==> config.mk <==
export PLATFORM = sky130hd
export DESIGN_NAME = spi_regif_slave
export DESIGN_NICKNAME = d
export VERILOG_FILES = /design/src/rtl/spi_regif_slave.sv
export SDC_FILE = /design/constraint.sdc
export NUM_CORES = 1
export LEC_CHECK = 0
export BUFFER_PORTS_ARGS = -buffer_cell sky130_fd_sc_hd__buf_2
export CORE_ASPECT_RATIO = 1.2
export CORE_MARGIN = 5
export CORE_UTILIZATION = 50
export CTS_BUF_LIST = sky130_fd_sc_hd__clkbuf_2
export CTS_CLUSTER_SIZE = 20
export DETAILED_ROUTE_END_ITERATION = 6
export PLACE_DENSITY = 0.84
export SLEW_MARGIN = 5
export SYNTH_ARGS = -nofsm -noshare
export SYNTH_HDL_FRONTEND = slang
export SYNTH_SLANG_ARGS = --single-unit
==> constraint.sdc <==
create_clock -name clk -period 1.46 [get_ports clk]
set_input_delay 0.073 -clock clk [delete_from_list [all_inputs] [get_ports clk]]
set_output_delay 0.073 -clock clk [all_outputs]
set_load 0.02 [all_outputs]
==> src/rtl/spi_regif_slave.sv <==
// spi_regif_slave
//   SPI responder that turns 16-bit frames into register-file accesses.
//   Frame: command byte {rw, addr[3:0], 3'bxxx} then one data byte, MSB first.
//   sclk/ss/mosi are oversampled on clk; all decoding is done on detected sclk rises.
//   Write frames end in a one-clk wr_stb.
//   Read frames issue a one-clk rd_stb after the command byte and shift rd_data out on miso.
//
// Ports
//   clk, reset         system clock, synchronous active-high reset
//   sclk, ss, mosi     SPI inputs (sclk idles high, ss active-high)
//   miso, spioe        serial read data and its pad output enable
//   reg_addr           register address from the command byte
//   wr_stb, wr_data    write strobe and data
//   rd_stb, rd_data    read request and returned register data
//   xfer_err           one-clk pulse when ss drops mid-frame
//
// state | meaning
// IDLE  | waiting for ss; bit counter cleared
// CMD   | shifting in the command byte
// LOAD  | one clk to capture rd_data after rd_stb
// DATA  | shifting the data byte (and read data out)
// DONE  | frame finished; rises ignored until ss drops

module spi_regif_slave #(
    parameter int   SYNC_STAGES = 2,
    parameter logic IDLE_MISO   = 1'b0
) (
    input  logic       clk,
    input  logic       reset,
    input  logic       sclk,
    input  logic       ss,
    input  logic       mosi,
    output logic       miso,
    output logic       spioe,
    output logic [3:0] reg_addr,
    output logic       wr_stb,
    output logic [7:0] wr_data,
    output logic       rd_stb,
    input  logic [7:0] rd_data,
    output logic       xfer_err
);

    typedef enum logic [2:0] {IDLE, CMD, LOAD, DATA, DONE} state_t;

    state_t state, state_next;

    logic [SYNC_STAGES-1:0] sclk_sync, ss_sync, mosi_sync;
    logic       sclk_d;
    logic       sclk_s, ss_s, mosi_s;
    logic       rise;
    logic [3:0] bitcnt;
    logic [7:0] sr, tx;
    logic [7:0] shift_in;
    logic       rw;
    logic       rd_go, wr_go, err_go;

    assign sclk_s   = sclk_sync[SYNC_STAGES-1];
    assign ss_s     = ss_sync[SYNC_STAGES-1];
    assign mosi_s   = mosi_sync[SYNC_STAGES-1];
    assign rise     = sclk_s & ~sclk_d;
    assign shift_in = {sr[6:0], mosi_s};

    always_ff @(posedge clk) begin
        if (reset) begin
            sclk_sync <= '0;
            ss_sync   <= '0;
            mosi_sync <= '0;
            sclk_d    <= 1'b0;
        end else begin
            sclk_sync <= {sclk_sync[SYNC_STAGES-2:0], sclk};
            ss_sync   <= {ss_sync[SYNC_STAGES-2:0], ss};
            mosi_sync <= {mosi_sync[SYNC_STAGES-2:0], mosi};
            sclk_d    <= sclk_s;
        end
    end

    always_ff @(posedge clk) begin
        if (reset) state <= IDLE;
        else       state <= state_next;
    end

    always_comb begin
        state_next = state;
        rd_go      = 1'b0;
        wr_go      = 1'b0;
        err_go     = 1'b0;
        case (state)
            IDLE: if (ss_s) state_next = CMD;
            CMD: begin
                if (!ss_s) begin
                    err_go     = 1'b1;
                    state_next = IDLE;
                end else if (rise && bitcnt == 4'd7) begin
                    if (shift_in[7]) begin
                        rd_go      = 1'b1;
                        state_next = LOAD;
                    end else begin
                        state_next = DATA;
                    end
                end
            end
            LOAD: begin
                if (!ss_s) begin
                    err_go     = 1'b1;
                    state_next = IDLE;
                end else begin
                    state_next = DATA;
                end
            end
            DATA: begin
                // the final rise completes the frame even if ss drops in the same clk
                if (rise && bitcnt == 4'd15) begin
                    wr_go      = ~rw;
                    state_next = DONE;
                end else if (!ss_s) begin
                    err_go     = 1'b1;
                    state_next = IDLE;
                end
            end
            DONE: if (!ss_s) state_next = IDLE;
            default: state_next = IDLE;
        endcase
    end

    always_ff @(posedge clk) begin
        if (reset) begin
            miso     <= IDLE_MISO;
            spioe    <= 1'b0;
            reg_addr <= 4'h0;
            wr_stb   <= 1'b0;
            wr_data  <= 8'h00;
            rd_stb   <= 1'b0;
            xfer_err <= 1'b0;
            bitcnt   <= 4'd0;
            sr       <= 8'h00;
            tx       <= 8'h00;
            rw       <= 1'b0;
        end else begin
            rd_stb   <= rd_go;
            wr_stb   <= wr_go;
            xfer_err <= err_go;
            spioe    <= (state_next == LOAD) || (state_next == DATA);
            case (state)
                CMD: begin
                    if (ss_s && rise) begin
                        sr     <= shift_in;
                        bitcnt <= bitcnt + 4'd1;
                        if (bitcnt == 4'd7) begin
                            reg_addr <= shift_in[6:3];
                            rw       <= shift_in[7];
                        end
                    end
                end
                LOAD: begin
                    if (ss_s) begin
                        tx   <= rd_data;
                        miso <= rd_data[7];
                    end
                end
                DATA: begin
                    if (rise && (ss_s || bitcnt == 4'd15)) begin
                        sr     <= shift_in;
                        bitcnt <= bitcnt + 4'd1;
                        if (rw) begin
                            tx   <= tx << 1;
                            miso <= tx[6];
                        end else if (bitcnt == 4'd15) begin
                            wr_data <= shift_in;
                        end
                    end
                end
                default: ;
            endcase
            // leaving the data phase (done or aborted) always parks miso
            if (state_next == IDLE || state_next == DONE) miso <= IDLE_MISO;
            if (state_next == IDLE) bitcnt <= 4'd0;
        end
    end

endmodule

Word level (Yosys, flattened, before mapping)
Cells that the tools add are included.

storage, ports and cells
  memory bits (writable) = 0
  output and inout port bits = 17
  bits in latches = 0
  ROM bits = 0
  memories = 0
  logic and storage cells = 84
  bits in registers = 46

cells by class
  reductions and logical operators = 20
  divide/modulo/power cells = 0
  add/subtract/negate cells = 1
  bitwise operators = 8
  equal/unequal tests = 13
  shifts and indexed selects = 0
  multiplexer cells = 26
  $lt $le $gt $ge = 0
  $mul = 0

operator list
  operator               number
  $mux W7                5
  $pmux W7 S2            2
  $mux W3                5
  $pmux W3 S5            1
  $eq A3 B2 Y1 const B   4
  $mux W4                2
  $ne A2 B2 Y1 const B   4
  $pmux W4 S2            1
  $reduce_and A4 Y1      2
  $mux W1                7
  $not A1 Y1             7
  $eq A3 B3 Y1 const B   2
  $logic_not A3 Y1       2
  $reduce_and A3 Y1      2
  $reduce_or A2 Y1       3
  $add A4 B1 Y4 const B  1
  $eq A4 B3 Y1 const B   1
  $eq A4 B4 Y1 const B   1
  $logic_and A1 B1 Y1    4
  $pmux W1 S2            2
  $reduce_bool A2 Y1     2
  $reduce_or A4 Y1       1
  $eq A3 B1 Y1 const B   1
  $logic_or A1 B1 Y1     3
  3 further kinds        3

Longest topological paths before layout
Gate-level depths: netlist of run 1.

  depth after elaboration = 9
  gate-level depth with buffers = 6
  mapped depth without buffers = 5

Worst setup path before layout of run 1
Ideal clock, no wire load.

  kind = reg2reg
  start point = reg bitcnt[0]
  end point = reg wr_data[0]
  setup time = 0.128 ns
  stages on the path, launching flop included = 6
  arrival = 1.412 ns
  required time = 1.332 ns
  path slack = -0.080 ns
  cell sequence = dfxtp_1 > ha_1 > and4_1 > nand3_1 > mux2i_1 > nor2_1

on the way
  word-level cells in the longest chain between the ends = 4

ends and longest elaborated chain
  item                             RTL line  text
  start: declaration               51        logic [3:0] bitcnt;
  start signal: assignment         147       bitcnt <= bitcnt + 4'd1;
  start signal: assignment         163       bitcnt <= bitcnt + 4'd1;
  $eq A4 B4 Y1 (*)                 161, 167
  $logic_or A1 B1 Y1               161       if (rise && (ss_s || bitcnt == 4'd15)) begin
  $logic_and A1 B1 Y1              161
  $reduce_and A4 Y1 (no line) (*)  -
  end signal: assignment           168       wr_data <= shift_in;
  end: declaration                 37        output logic [7:0] wr_data,

Mark *: on every way between the ends. The rest lies on a longest branch, timed or not.
A chain may end at the register's enable or synchronous reset.

Final worst setup path of run 1
  start point = reg sclk_d
  end point = reg miso

on the way
  word-level cells in the longest chain between the ends = 9
  elaborated cells between the ends (all ways) = 15
  those cells by class = 2 x eq/ne; 4 x mux; 2 x bitwise; 7 x reduce/logical

ends and longest elaborated chain
  item                                                     RTL line  text
  start: declaration                                       48        logic sclk_d;
  start signal: assignment                                 73        sclk_d <= sclk_s;
  $not A1 Y1 (*)                                           60        assign rise = sclk_s & ~sclk_d;
  $and A1 B1 Y1 (*)                                        60
  $logic_and A1 B1 Y1                                      93        end else if (rise && bitcnt == 4'd7) begin
  $mux W3                                                  93
  $mux W3                                                  90        if (!ss_s) begin
  $pmux W3 S5                                              87        case (state)
  $eq A3 B3 Y1 / $logic_not A3 Y1 (equally long branches)  175       if (state_next == IDLE || state_next == DONE) miso <= IDLE_MISO;
  $logic_or A1 B1 Y1                                       175
  $reduce_or A2 Y1 (no line)                               -
  end signal: assignment                                   157       miso <= rd_data[7];
  end signal: assignment                                   166       miso <= tx[6];
  end: declaration                                         33        output logic miso,

Marked as above.

==> results of run 1 <==
==> worst paths after layout <==
check,start,end,cells past startpoint
hold reg to reg,ss_sync[0]$_SDFF_PP0_,ss_sync[1]$_SDFF_PP0_,1
setup reg to reg,sclk_d$_SDFF_PP0_,miso$_SDFFE_PP0P_,4
setup / recovery,sclk_d$_SDFF_PP0_,miso$_SDFFE_PP0P_,4
hold / removal,rd_data[0],tx[0]$_SDFFE_PP0P_,4
==> metrics by stage <==
| step | setup WS, ns | TNS [ns] | cells | power, W |
|---|---|---|---|---|
| floorplan | -0.01413 | -0.08480 | 193 | 0.001336 |
| global placement | -0.03069 | -0.2209 | 266 | 0.001365 |
| detailed placement | -0.07839 | -0.8913 | 266 | 0.001366 |
| CTS | -0.09261 | -0.8158 | 286 | 0.002087 |
| global route | -0.2289 | -2.543 | 287 | 0.002151 |
| finish | -0.1392 | -0.8448 | 287 | 0.002075 |
==> routing by layer <==
metal	wire length, µm	global-route usage	vias to the layer above
li1	-	-	774
met1	1678	0.1839	751
met2	2184	0.3364	34
met3	118	0.03097	10
met4	97	0.09390	0
met5	0	0	-
==> logic make-up after synthesis <==
logic type / synth area share
AND/OR/NAND/NOR: 0.2042
flip-flops: 0.5111
AO/OA/AOI/OAI: 0.09584
buffers and inverters: 0.05556
multiplexers: 0.1167
XOR/XNOR: 0.009724
adder cells (fa/ha/maj): 0.006943
==> repair_timing <==
| item | CTS | global route |
|---|---|---|
| pin swaps | 8 | 4 |
| cloned | 1 | 0 |
| setup buffers | 1 | 1 |
| setup endpoints to repair | 26 | 25 |
| gates resized for setup | 21 | 7 |
| hold buffers | 10 | 0 |
| hold endpoints to repair | 12 | 0 |
==> cell type report <==
cell class,instances,area [µm²]
clock buffers,5,25.02
clock inverters,3,45.04
fillers,270,1191
inverters,10,37.54
multi-input cells,123,883.3
flip-flops and latches,46,928.4
well taps,39,48.80
repair buffers,61,414.1
==> power by group through the flow <==
stage          Clock, W  Sequential, W  Combinational [W]
2_1_floorplan         0        0.00130          0.0000399
3_3_place_gp          0        0.00130          0.0000680
3_5_place_dp          0        0.00130          0.0000689
4_1_cts        0.000718        0.00127          0.0000956
5_1_grt        0.000765        0.00128           0.000108
6_report       0.000702        0.00127          0.0000984
==> cell usage in the layout, fill, tap and decap left out, types with 5 or more instances in the layout <==
cell type,instances
sky130_fd_sc_hd__mux2i_1,21
sky130_fd_sc_hd__nor2_1,28
sky130_fd_sc_hd__nand3_1,10
sky130_fd_sc_hd__nand2_1,8
sky130_fd_sc_hd__dfxtp_2,6
sky130_fd_sc_hd__dfxtp_1,40
sky130_fd_sc_hd__inv_1,10
sky130_fd_sc_hd__nor2b_1,7
sky130_fd_sc_hd__a221oi_2,7
sky130_fd_sc_hd__buf_2,29
sky130_fd_sc_hd__buf_4,21
sky130_fd_sc_hd__o21ai_0,8
sky130_fd_sc_hd__clkbuf_2,5
sky130_fd_sc_hd__dlygate4sd3_1,10
==> flip-flops by register name (all words and copies together), names as in the netlist <==
| signal | cells |
|---|---|
| ss_sync | 2 |
| sclk_sync | 2 |
| miso | 1 |
| xfer_err | 1 |
| rd_stb | 1 |
| state | 3 |
| reg_addr | 4 |
| spioe | 1 |
| sr | 7 |
| mosi_sync | 2 |
| rw | 1 |
| tx | 7 |
| bitcnt | 4 |
| sclk_d | 1 |
| wr_stb | 1 |
| wr_data | 8 |
==> worst register-to-register path, delay by kind of cell, from the launching register on <==
family	cells	cell delay (ns)
flip-flops	1	0.37
AO/OA/AOI/OAI	2	0.80
AND/OR/NAND/NOR	2	0.36
==> reports/metrics.yaml, run 1 <==
yosys:
  yosys_reg_bits: 46
  yosys.cell_count.top_type: "sky130_fd_sc_hd__dfxtp_1"
  synth.yosys.warnings: 0
  synth_top_cell_area_share: 0.5111
  netlist.top_cell.by_area: "sky130_fd_sc_hd__dfxtp_1"
  synthCells: 193
  synthesis.area_per_instance_um2: 9.335
  synth_top_cells_by_area: "sky130_fd_sc_hd__dfxtp_1 (51%), sky130_fd_sc_hd__mux2i_1 (12%), sky130_fd_sc_hd__nor2_1 (5.8%)"
  synth_ff_type: "sky130_fd_sc_hd__dfxtp_1"
  synth-edff-count: 0
  synth_cell_types: 35
  synth-async-reset-ratio: 0
  synth.net_count: 207
  post_synth_instance_area_um2: 1802
  most_used_standard_cells_in_the_synthesized_netlist: "sky130_fd_sc_hd__dfxtp_1 (46), sky130_fd_sc_hd__nor2_1 (28), sky130_fd_sc_hd__mux2i_1 (21)"
  ys_seq_area_frac: 0.5111
clock_network:
  cts.htree.levels: 2
  clkSinkCount: 46
  cts_tree: "yes"
  numCtsBuffers: 5
  root_buffer: "sky130_fd_sc_hd__clkbuf_2"
  max-clock-path-buffers: 2
  clock_latency_ns: 0.43
  worst_setup_hold_path_clk_slew_ns: 0.23
final_layout:
  share_of_the_core_filled_with_cells_in_the_final_layout: 0.6667
  final_layout_size_suffix_gt1_frac: 0.3387
  final_area_um2: 2382
  areaGrowthSynthToFinish_pct: 32.22
  antennaDiodeCount: 0
  final_net_count: 261
setup_path:
  worst_path_largest_cell_delay_ns: 0.48
  worstPathBufferInverterCount: 0
  timing.setup.critical_path_class: "reg2reg"
  worst-endpoint-arrival_ns: 1.96
  worst-path-max-fanout: 8
  critical_path.endpoint_type: "flop"
  crit_slowest_cell: "sky130_fd_sc_hd__a221o_2"
  timing.critical_path.cells: "and3b_1 > nand4_1 > a221o_2 > a221oi_2"
  critical_path.startpoint_type: "flop"
  r2r_setup_slack_ns: -0.14
  worstPathRequired_ns: 1.82
  critPathTopFamily: "compound AO/OA/AOI/OAI gates"
floorplan:
  floorplan.initialDensity: 0.5042
  core_area_um2: 3573
  die_area_um2: 4909
  die_w_um: 64.80
  rows: 24
  ios: 30
  fp.dieH_um: 75.76
sta:
  finalSetupViolations: 15
  unrepaired_setup_endpoints_after_global_routing: "yes"
  worst_hold_slack_ns: 0.04132
  fmax_mhz: 625.3
  worst_slew_pin_slew_ns: 0.3319
  final.min_clock_period_ns: 1.599
  timing.final.max_slew_violations: 0
  slew_headroom: 0.7756
  finalCritPeriodShare: 1.095
  worst_slack_ns: -0.1392
  fin_worst_skew_ns: 0.02334
  hold_viol_final: 0
placement:
  io_buffer_count: 29
  hpwl_mm: 2.610
  routabilityCongestion: 0.8795
  placement.cell_area_um2: 2081
global_routing:
  grt-ovfl-total: 0
  track_usage: 0.1759
  first_global_vias: 1485
  grt_max_degree: 28
  antenna_found_initial: 0
  grt_first_pass_wirelength_mm: 6.527
run_status:
  result_of_the_run: "complete, but fails checks"
  failed_checks: "setup timing"
pwr:
  total_switching_power_w: 0.0004681
  power.share.clock: 0.338
  p_int_w: 0.001607
  ir_worst_vdd_v: 0.0006184
  leakagePower_nw: 0.9929
  share_comb_of_total_power: 0.047
  sw_frac_of_total: 0.2256
  share_seq_of_total_power: 0.614
  power_per_cell_area_nw_per_um2: 870.9
hold_path:
  worst_hold_path_type: "in2reg"
routing:
  dr.first_iter.drc_count: 70
  via_count: 1569
  drt-vias-per-instance: 5.467
  totalWireLength_mm: 4.079
  routed_wire_length_per_instance_um: 14.21
  drt_first_pass_iters: 4
  drc_errors: 0
  route.antenna.remaining_nets: 0
flow_run:
  max-cap-violations: 0
No activity file was read; power rests on OpenSTA's default activity.
==> inputs of run 2 (changes only) <==
--- a/config.mk
+++ b/config.mk
@@ -13,4 +13,5 @@
 export CTS_CLUSTER_SIZE = 20
 export DETAILED_ROUTE_END_ITERATION = 6
+export HOLD_SLACK_MARGIN = 0.1
 export PLACE_DENSITY = 0.84
 export SLEW_MARGIN = 5
==> constraint.sdc (replaced) <==
create_clock -name clk -period 1.46 [get_ports clk]
set_input_delay 0.073 -clock clk [delete_from_list [all_inputs] [get_ports clk]]
set_output_delay 0.073 -clock clk [all_outputs]
set_load 0.1 [all_outputs]
==> reports/metrics.yaml, run 2 (synthesis results as in run 1) <==
global_routing:
  grt-ovfl-total: 0
  grt_util_met3: 0.03097
  grtUsageMet2: 0.3364
  antenna_found_initial: 0
  grt_max_degree: 28
  track_usage: 0.1762
  use_met1: 0.1850
  first_global_vias: 1488
  gr-max-usage-layer: "met2"
  grt_first_pass_wirelength_mm: 6.555
pwr:
  total_switching_power_w: 0.0004671
  share_comb_of_total_power: 0.051
  power_per_cell_area_nw_per_um2: 861.0
  power.share.clock: 0.335
  leakagePower_nw: 1.005
  share_seq_of_total_power: 0.614
  ir_worst_vdd_v: 0.0006186
  p_int_w: 0.001610
  sw_frac_of_total: 0.2249
final_layout:
  areaGrowthSynthToFinish_pct: 33.89
  stdcell_count: 290
  final_layout_size_suffix_gt1_frac: 0.3347
  final_net_count: 264
  layout.cells.most_common_list: "sky130_fd_sc_hd__dfxtp_1 (40), sky130_fd_sc_hd__buf_2 (29), sky130_fd_sc_hd__nor2_1 (28)"
  max_flop_register: "wr_data"
  n_fill_cell: 262
  top_regs: "wr_data: 8 flops, sr: 7 flops, tx: 7 flops"
  antennaDiodeCount: 0
  largest_register_ffs: 8
  final_common_cell: "sky130_fd_sc_hd__dfxtp_1"
  share_of_the_core_filled_with_cells_in_the_final_layout: 0.6751
setup_path:
  worstReg2RegEnd: "tx[1]$_SDFFE_PP0P_"
  critical_path.startpoint_type: "flop"
  reg2reg_depth: 4
  r2r_setup_slack_ns: -0.14
  worst_setup_path_startpoint: "sclk_d$_SDFF_PP0_"
  worst-path-max-fanout: 8
  timing.setup.critical_path_class: "reg2reg"
  critical_path.endpoint_type: "flop"
  worstSetupEndpoint: "tx[1]$_SDFFE_PP0P_"
  worstPathRequired_ns: 1.80
  start_of_the_worst_register_to_register_path: "sclk_d$_SDFF_PP0_"
  worst-endpoint-arrival_ns: 1.94
clock_network:
  worst_setup_hold_path_clk_slew_ns: 0.23
  max-clock-path-buffers: 2
  cts_tree: "yes"
  clock_latency_ns: 0.42
  cts.htree.levels: 2
  root_buffer: "sky130_fd_sc_hd__clkbuf_2"
  numCtsBuffers: 5
  clkSinkCount: 46
placement:
  hpwl_mm: 2.610
  detailedPlace.worstSlack_ns: -0.07839
  routabilityCongestion: 0.8795
  numPlacedInstances: 266
  io_buffer_count: 29
floorplan:
  ios: 30
  die_area_um2: 4909
  rows: 24
  die_w_um: 64.80
  floorplan.initialDensity: 0.5042
  core_area_um2: 3573
  fp.dieH_um: 75.76
routing:
  dr.first_iter.drc_count: 92
  route.antenna.remaining_nets: 0
  drt_first_pass_iters: 4
  drc_errors: 0
  routed_wire_length_per_instance_um: 14.34
  drt-vias-per-instance: 5.517
  totalWireLength_mm: 4.159
  via_count: 1600
sta:
  finalSetupViolations: 15
  hold_viol_final: 0
  worst_slew_pin_slew_ns: 0.4924
  finalCritPeriodShare: 1.096
  timing.final.max_slew_violations: 0
  final.min_clock_period_ns: 1.601
  worst_hold_slack_ns: 0.4054
  slew_headroom: 0.6740
  fin_worst_skew_ns: 0.02337
  unrepaired_setup_endpoints_after_global_routing: "yes"
  fmax_mhz: 624.7
  worst_slack_ns: -0.1407
run_status:
  failed_checks: "setup timing"
  result_of_the_run: "complete, but fails checks"
flow_run:
  max-cap-violations: 0
hold_path:
  worst_hold_path_type: "in2reg"
run 2: changes by cell type in the layout (fill, tap and decap cells not counted):
cell / change
sky130_fd_sc_hd__nor4b_2: -1
sky130_fd_sc_hd__nor4b_1: +1
sky130_fd_sc_hd__buf_6: -1
sky130_fd_sc_hd__buf_12: +1
sky130_fd_sc_hd__dlygate4sd3_1: +2
sky130_fd_sc_hd__buf_4: +1
run 2: layout make-up:
type,count,area (µm²),share of cell area
inverters,10,37.54,0.01556
multi-input cells,123,877.1,0.3636
well taps,39,48.80,0.02023
clock inverters,3,45.04,0.01867
flip-flops and latches,46,928.4,0.3849
clock buffers,5,25.02,0.01037
repair buffers,64,450.4,0.1867
run 2: per-layer routing:
metal  wire [µm]  vias to the layer above
met3         126                        7
li1            -                      782
met2        2253                       32
met1        1736                      779
met5           0                        -
met4          43                        0
run 2: what timing repair did:
action / in CTS / in global routing
pin swaps: 8 / 4
hold buffers: 12 / 0
setup buffers: 1 / 2
resized for setup: 21 / 5
endpoints found under the hold margin: 13 / 0
cloned: 1 / 0
endpoints found under the setup margin: 26 / 24
run 2: how the worst min path moves through the flow:
stage / start / endpoint / cells after the start
2_1_floorplan: mosi / mosi_sync[0]$_SDFF_PP0_ / 1
3_3_place_gp: mosi / mosi_sync[0]$_SDFF_PP0_ / 2
3_5_place_dp: sclk / sclk_sync[0]$_SDFF_PP0_ / 2
4_1_cts: sclk / sclk_sync[0]$_SDFF_PP0_ / 3
5_1_grt: ss / ss_sync[0]$_SDFF_PP0_ / 3
6_report: ss / ss_sync[0]$_SDFF_PP0_ / 3
run 2: worst max-delay path: stages (launching register included):
cell	delay, ns
sky130_fd_sc_hd__dfxtp_2	0.38
sky130_fd_sc_hd__and3b_1	0.22
sky130_fd_sc_hd__nand4_1	0.15
sky130_fd_sc_hd__a221o_2	0.48
sky130_fd_sc_hd__a221oi_2	0.29
run 2: stage by stage:
stage                     total power, W  area [µm²]  setup TNS [ns]
after CTS                       0.002094        2374         -0.8158
after global placement          0.001367        2081         -0.2209
after global routing            0.002157        2412          -2.847
after floorplan                 0.001338        1809        -0.08480
after detailed placement        0.001369        2081         -0.8913
final                           0.002077        2412         -0.9715
run 2: power by group through the flow:
stage	registers, W	clock network, W	logic [W]
floorplan	0.00130	0	0.0000399
global placement	0.00130	0	0.0000706
CTS	0.00127	0.000718	0.000102
global route	0.00128	0.000764	0.000116
detailed placement	0.00130	0	0.0000715
finish	0.00127	0.000697	0.000106
